## src/rtl/ctrl_pipe.sv

```systemverilog
// Control-path latches (ID/EX, EX/MEM, MEM/WB) for the 5-stage MIPS core,
// with load-use bubble insertion, EX-stage forwarding selects and a stall counter.
module ctrl_pipe #(
  parameter int REG_AW   = 5,
  parameter int STALL_CW = 16
) (
  input  logic                clk_i,
  input  logic                rst_i,
  input  logic                RegDst_i,
  input  logic [1:0]          ALUOp_i,
  input  logic                ALUSrc_i,
  input  logic                RegWrite_i,
  input  logic                MemWrite_i,
  input  logic                MemRead_i,
  input  logic                MemtoReg_i,
  input  logic [REG_AW-1:0]   rs_i,
  input  logic [REG_AW-1:0]   rt_i,
  input  logic [REG_AW-1:0]   rd_i,
  input  logic                flush_i,
  output logic                stall_o,
  output logic [1:0]          ex_ALUOp_o,
  output logic                ex_ALUSrc_o,
  output logic [1:0]          ForwardA_o,
  output logic [1:0]          ForwardB_o,
  output logic                mem_MemWrite_o,
  output logic                mem_MemRead_o,
  output logic                wb_RegWrite_o,
  output logic                wb_MemtoReg_o,
  output logic [REG_AW-1:0]   wb_WriteReg_o,
  output logic [STALL_CW-1:0] stall_cnt_o
);

  logic              ex_RegDst, ex_ALUSrc, ex_RegWrite, ex_MemWrite, ex_MemRead, ex_MemtoReg;
  logic [1:0]        ex_ALUOp;
  logic [REG_AW-1:0] ex_rs, ex_rt, ex_rd, ex_WriteReg;
  logic              mem_RegWrite, mem_MemWrite, mem_MemRead, mem_MemtoReg;
  logic [REG_AW-1:0] mem_WriteReg;
  logic              wb_RegWrite, wb_MemtoReg;
  logic [REG_AW-1:0] wb_WriteReg;
  logic              stall, bubble;

  assign ex_WriteReg = ex_RegDst ? ex_rd : ex_rt;

  // A load in EX whose target is read by the instruction in ID must wait one cycle.
  assign stall  = ex_MemRead && (ex_rt != '0) && ((ex_rt == rs_i) || (ex_rt == rt_i));
  assign bubble = stall || flush_i;

  always_ff @(posedge clk_i) begin
    if (rst_i || bubble) begin
      ex_RegDst   <= 1'b0;
      ex_ALUOp    <= 2'b00;
      ex_ALUSrc   <= 1'b0;
      ex_RegWrite <= 1'b0;
      ex_MemWrite <= 1'b0;
      ex_MemRead  <= 1'b0;
      ex_MemtoReg <= 1'b0;
      ex_rs       <= '0;
      ex_rt       <= '0;
      ex_rd       <= '0;
    end else begin
      ex_RegDst   <= RegDst_i;
      ex_ALUOp    <= ALUOp_i;
      ex_ALUSrc   <= ALUSrc_i;
      ex_RegWrite <= RegWrite_i;
      ex_MemWrite <= MemWrite_i;
      ex_MemRead  <= MemRead_i;
      ex_MemtoReg <= MemtoReg_i;
      ex_rs       <= rs_i;
      ex_rt       <= rt_i;
      ex_rd       <= rd_i;
    end
  end

  // Later stages always advance; only ID/EX can take a bubble.
  always_ff @(posedge clk_i) begin
    if (rst_i) begin
      mem_RegWrite <= 1'b0;
      mem_MemWrite <= 1'b0;
      mem_MemRead  <= 1'b0;
      mem_MemtoReg <= 1'b0;
      mem_WriteReg <= '0;
      wb_RegWrite  <= 1'b0;
      wb_MemtoReg  <= 1'b0;
      wb_WriteReg  <= '0;
    end else begin
      mem_RegWrite <= ex_RegWrite;
      mem_MemWrite <= ex_MemWrite;
      mem_MemRead  <= ex_MemRead;
      mem_MemtoReg <= ex_MemtoReg;
      mem_WriteReg <= ex_WriteReg;
      wb_RegWrite  <= mem_RegWrite;
      wb_MemtoReg  <= mem_MemtoReg;
      wb_WriteReg  <= mem_WriteReg;
    end
  end

  always_ff @(posedge clk_i) begin
    if (rst_i)
      stall_cnt_o <= '0;
    else if (stall && (stall_cnt_o != {STALL_CW{1'b1}}))
      stall_cnt_o <= stall_cnt_o + 1'b1;
  end

  // EX/MEM is the younger producer, so it is checked first.
  always_comb begin
    ForwardA_o = 2'b00;
    if (mem_RegWrite && (mem_WriteReg != '0) && (mem_WriteReg == ex_rs))
      ForwardA_o = 2'b10;
    else if (wb_RegWrite && (wb_WriteReg != '0) && (wb_WriteReg == ex_rs))
      ForwardA_o = 2'b01;
  end

  always_comb begin
    ForwardB_o = 2'b00;
    if (mem_RegWrite && (mem_WriteReg != '0) && (mem_WriteReg == ex_rt))
      ForwardB_o = 2'b10;
    else if (wb_RegWrite && (wb_WriteReg != '0) && (wb_WriteReg == ex_rt))
      ForwardB_o = 2'b01;
  end

  assign stall_o        = stall;
  assign ex_ALUOp_o     = ex_ALUOp;
  assign ex_ALUSrc_o    = ex_ALUSrc;
  assign mem_MemWrite_o = mem_MemWrite;
  assign mem_MemRead_o  = mem_MemRead;
  assign wb_RegWrite_o  = wb_RegWrite;
  assign wb_MemtoReg_o  = wb_MemtoReg;
  assign wb_WriteReg_o  = wb_WriteReg;

endmodule

```

## config.mk

```make
export PLATFORM = sky130hd
export DESIGN_NAME = ctrl_pipe
export DESIGN_NICKNAME = d
export VERILOG_FILES = /design/src/rtl/ctrl_pipe.sv
export SDC_FILE = /design/constraint.sdc
export NUM_CORES = 1
export LEC_CHECK = 0
export BUFFER_PORTS_ARGS = -buffer_cell sky130_fd_sc_hd__buf_2
export CAP_MARGIN = 20
export CELL_PAD_IN_SITES_DETAIL_PLACEMENT = 1
export CELL_PAD_IN_SITES_GLOBAL_PLACEMENT = 2
export CORE_UTILIZATION = 34
export CTS_BUF_LIST = sky130_fd_sc_hd__clkbuf_4
export DETAILED_ROUTE_END_ITERATION = 12
export GPL_TIMING_DRIVEN = 0
export PLACE_DENSITY = 0.9
export SETUP_SLACK_MARGIN = 0.1
export SYNTH_ARGS = -nofsm -noshare
export SYNTH_HDL_FRONTEND = slang
export SYNTH_SLANG_ARGS = --single-unit
```

## constraint.sdc

```tcl
create_clock -name clk_i -period 2.3 [get_ports clk_i]
set_clock_uncertainty 0.05 [all_clocks]
set_input_delay 0.115 -clock clk_i [delete_from_list [all_inputs] [get_ports clk_i]]
set_output_delay 0.115 -clock clk_i [all_outputs]
set_load 0.05 [all_outputs]
```

==> flow_summary_export.csv <==
group,metric,value,unit
timing,worst_slew_pin_slew,551,ps
critical_path,crit_fanout,4,
synthesis,syn_nets,274,
global_route,antenna_found_initial,0,
synthesis,yosysWarningCount,0,
drt,drc,0,
clock_network,worstSkewPairLatency,400,ps
timing,fin_crit,2180,ps
floorplanning,dieWidth,87.0,um
floorplanning,dieArea,7570,sq um
floorplanning,die_h,87.0,um
placed_design,port_buffers,58,
synthesis,ys_ff_latch,55,
clock_network,cts.path.max_buffers,2,
timing,fmax,459,MHz
timing,rsz0062_at_grt,"yes",
global_route,grt_busiest_layer,"met2",
floorplanning,start_util,0.358,
global_route,use_met1,0.252,
floorplanning,core-area,6870,sq um
critical_path,crit_path_start,"wb_WriteReg_o[3]$_SDFF_PP0_",
layout,layout_common_cells,"buf_2 (55), dfxtp_1 (44), xor2_1 (23), and2_1 (23), dlygate4sd3_1 (23)",
synthesis,netlist.area_leader.share,0.448,
placed_design,dp_hpwl,4390,um
critical_path,cp-start-kind,"flop",
drt,wl,6620,um
layout,fin_util,0.503,
critical_path,reg2reg_depth,8,
status,status,"completed",
synthesis,synth.largest_area_cell,"dfxtp_1",
layout,finalNonFillerCells,442,
timing,tns,0,ps
timing,slew_headroom,0.633,
placed_design,place.gp.congestion,0.759,
global_route,grt_pass1_vias,2145,
drt,firstDrtPassIters,4,
critical_path,slowest_delay,550,ps
synthesis,ys_types,40,
global_route,grt_max_degree,20,
critical_path,required,2130,ps
critical_path,crit_chain,"or4_4 > o21ai_2 > or4_4 > nor4_4 > buf_6",
drt,routedWlPerCell,15.0,um
placed_design,dp_cells,401,
synthesis,syn_area,2460,sq um
synthesis,synth-async-reset-ratio,0,
clock_network,clkTransAtPathRegs,180,ps
global_route,grt_first_pass_wirelength,10800,um
global_route,use_met2,0.297,
layout,fillCellCount,787,
clock_network,clock_sinks,55,
critical_path,worstSetupPathType,"flop to primary output",
power_and_ir_drop,powerDensity,492,nW/um^2
clock_network,cts_made_buffers,5,
layout,layout_commonest_cell,"buf_2",
global_route,grt-ovfl-total,0,
synthesis,synthTopCellsByArea,"dfxtp_1 (45%), xor2_1 (8.6%), and2_1 (5.9%)",
critical_path,cpMostUsedCell,"or4_4",
critical_path,cp-endpoint,"ForwardA_o[0]",
synthesis,synth_edf_count,0,
clock_network,cts_root_buf,"clkbuf_4",
clock_network,h-tree-depth,2,
critical_path,cp_slowest_cell,"or4_4",
critical_path,cp.arrival,2010,ps
clock_network,tritoncts,"built",
drt,vias_per_cell,4.85,
timing,final-setup-viol-count,0,
timing,final_hold_viol_count,0,
hold_path,hold_path.class,"input port to flop",
floorplanning,ios,59,
layout,drive_gt1_frac,0.367,
power_and_ir_drop,ir_drop,391,uV
synthesis,synth_top_flop_cell,"dfxtp_1",
floorplanning,rows,30,
critical_path,end_kind,"primary output",
synthesis,syn_area_per_cell,9.95,sq um
drt,ant_nets,0,
drt,vias,2145,
global_route,grt_util_met3,0.0370,
synthesis,yosysSeqAreaShare,0.448,
layout,area_growth,40.5,%
synthesis,synth_cells,247,
critical_path,r2r_start,"ex_rt[2]$_SDFF_PP0_",
global_route,grt.total_usage,0.185,
layout,diodes,0,
run,cap_violations,0,
timing,min_period_over_period,0.947,
power_and_ir_drop,power.leakage,0.00148,uW
timing,final-max-slew-violation-count,0,
critical_path,regToRegEndpoint,"stall_cnt_o[3]$_SDFFE_PP0P_",
layout,nets,372,
drt,dr.first_iter.drc_count,64,
critical_path,r2r_slack,160,ps
[cells in the mapped netlist (5+ instances only)]
cell type,number
or4_1,11
nor2b_1,17
mux2i_1,5
dfxtp_1,55
and2_1,23
o31ai_1,7
xor2_1,24
buf_2,6
nand3_1,9
clkbuf_1,6
mux2_4,5
xnor2_1,6
a21oi_1,10
nor2_1,17
[per-stage QoR]
step	instance area, sq um	total power (uW)	hold WS [ps]	setup slack, ps
after global placement	2920	1190	263	136
after global routing	3450	1780	139	25.4
final	3450	1700	131	123
after CTS	3380	1710	141	80.7
after floorplan	2510	1130	187	110
after detailed placement	2920	1190	269	132
[state kept, by name, indices dropped and copies added (netlist names), 2 cells and up]
name           count
mem_WriteReg       5
ex_rt              5
ex_rd              5
stall_cnt_o       16
wb_WriteReg_o      5
ex_ALUOp_o         2
ex_rs              5
[critical path, delay by kind of cell (launching register included)]
| kind | cells | cell delay (ps) |
|---|---|---|
| buffers and inverters | 1 | 190 |
| AOI/OAI and AO/OA | 1 | 60 |
| and+or+nand+nor | 3 | 970 |
| DFF | 1 | 410 |
[metal layers]
layer	part of all wire	vias up	routed length, um
met1	0.47	1052	3100
met5	0	-	0
li1	-	1047	-
met3	0.034	5	228
met2	0.49	41	3220
met4	0.011	0	74
[layout make-up]
| type | instances | area (sq um) | area share |
|---|---|---|---|
| clock inverter | 3 | 27.5 | 0.00797 |
| buffer | 17 | 134 | 0.0388 |
| multi-input combinational | 175 | 1380 | 0.400 |
| tap | 96 | 120 | 0.0348 |
| timing repair buffer | 91 | 627 | 0.182 |
| clock buffer | 5 | 37.5 | 0.0109 |
| sequential | 55 | 1130 | 0.326 |
[where the power goes]
group / switching [uW] / leakage, uW / internal (uW)
Combinational: 127 / 0.000994 / 114
Clock: 340 / 0.0000337 / 131
Sequential: 13.5 / 0.000454 / 973
Total: 481 / 0.00148 / 1220
[worst min path at each step]
stage                           from                       end  cells past startpoint
after global placement    MemWrite_i    ex_MemWrite$_SDFF_PP0_                      2
after global routing         flush_i       ex_rt[4]$_SDFF_PP0_                      4
final                        flush_i       ex_rt[4]$_SDFF_PP0_                      4
after CTS                    flush_i       ex_rt[4]$_SDFF_PP0_                      4
after floorplan           ALUOp_i[0]  ex_ALUOp_o[0]$_SDFF_PP0_                      1
after detailed placement  MemWrite_i    ex_MemWrite$_SDFF_PP0_                      2
[cells by family (layout without fill, tap and decap cells)]
| family | count (synthesis) | after routing | share of synthesized area |
|---|---|---|---|
| adders and majority gates | 1 | 1 | 0.00509 |
| buffers and inverters | 17 | 116 | 0.0397 |
| AOI/OAI and AO/OA | 26 | 26 | 0.0738 |
| xor gates and xnor gates | 30 | 30 | 0.107 |
| and+or+nand+nor | 107 | 107 | 0.271 |
| muxes | 11 | 11 | 0.0555 |
| DFF | 55 | 55 | 0.448 |
[timing repair]
action,in CTS,in global routing
pin swaps,9,7
hold endpoints to repair,23,0
endpoints found under the setup margin,3,7
cloned,0,0
setup buffers,8,2
resized for setup,33,16
hold buffers,23,0
(Power assumes the default switching activity.)
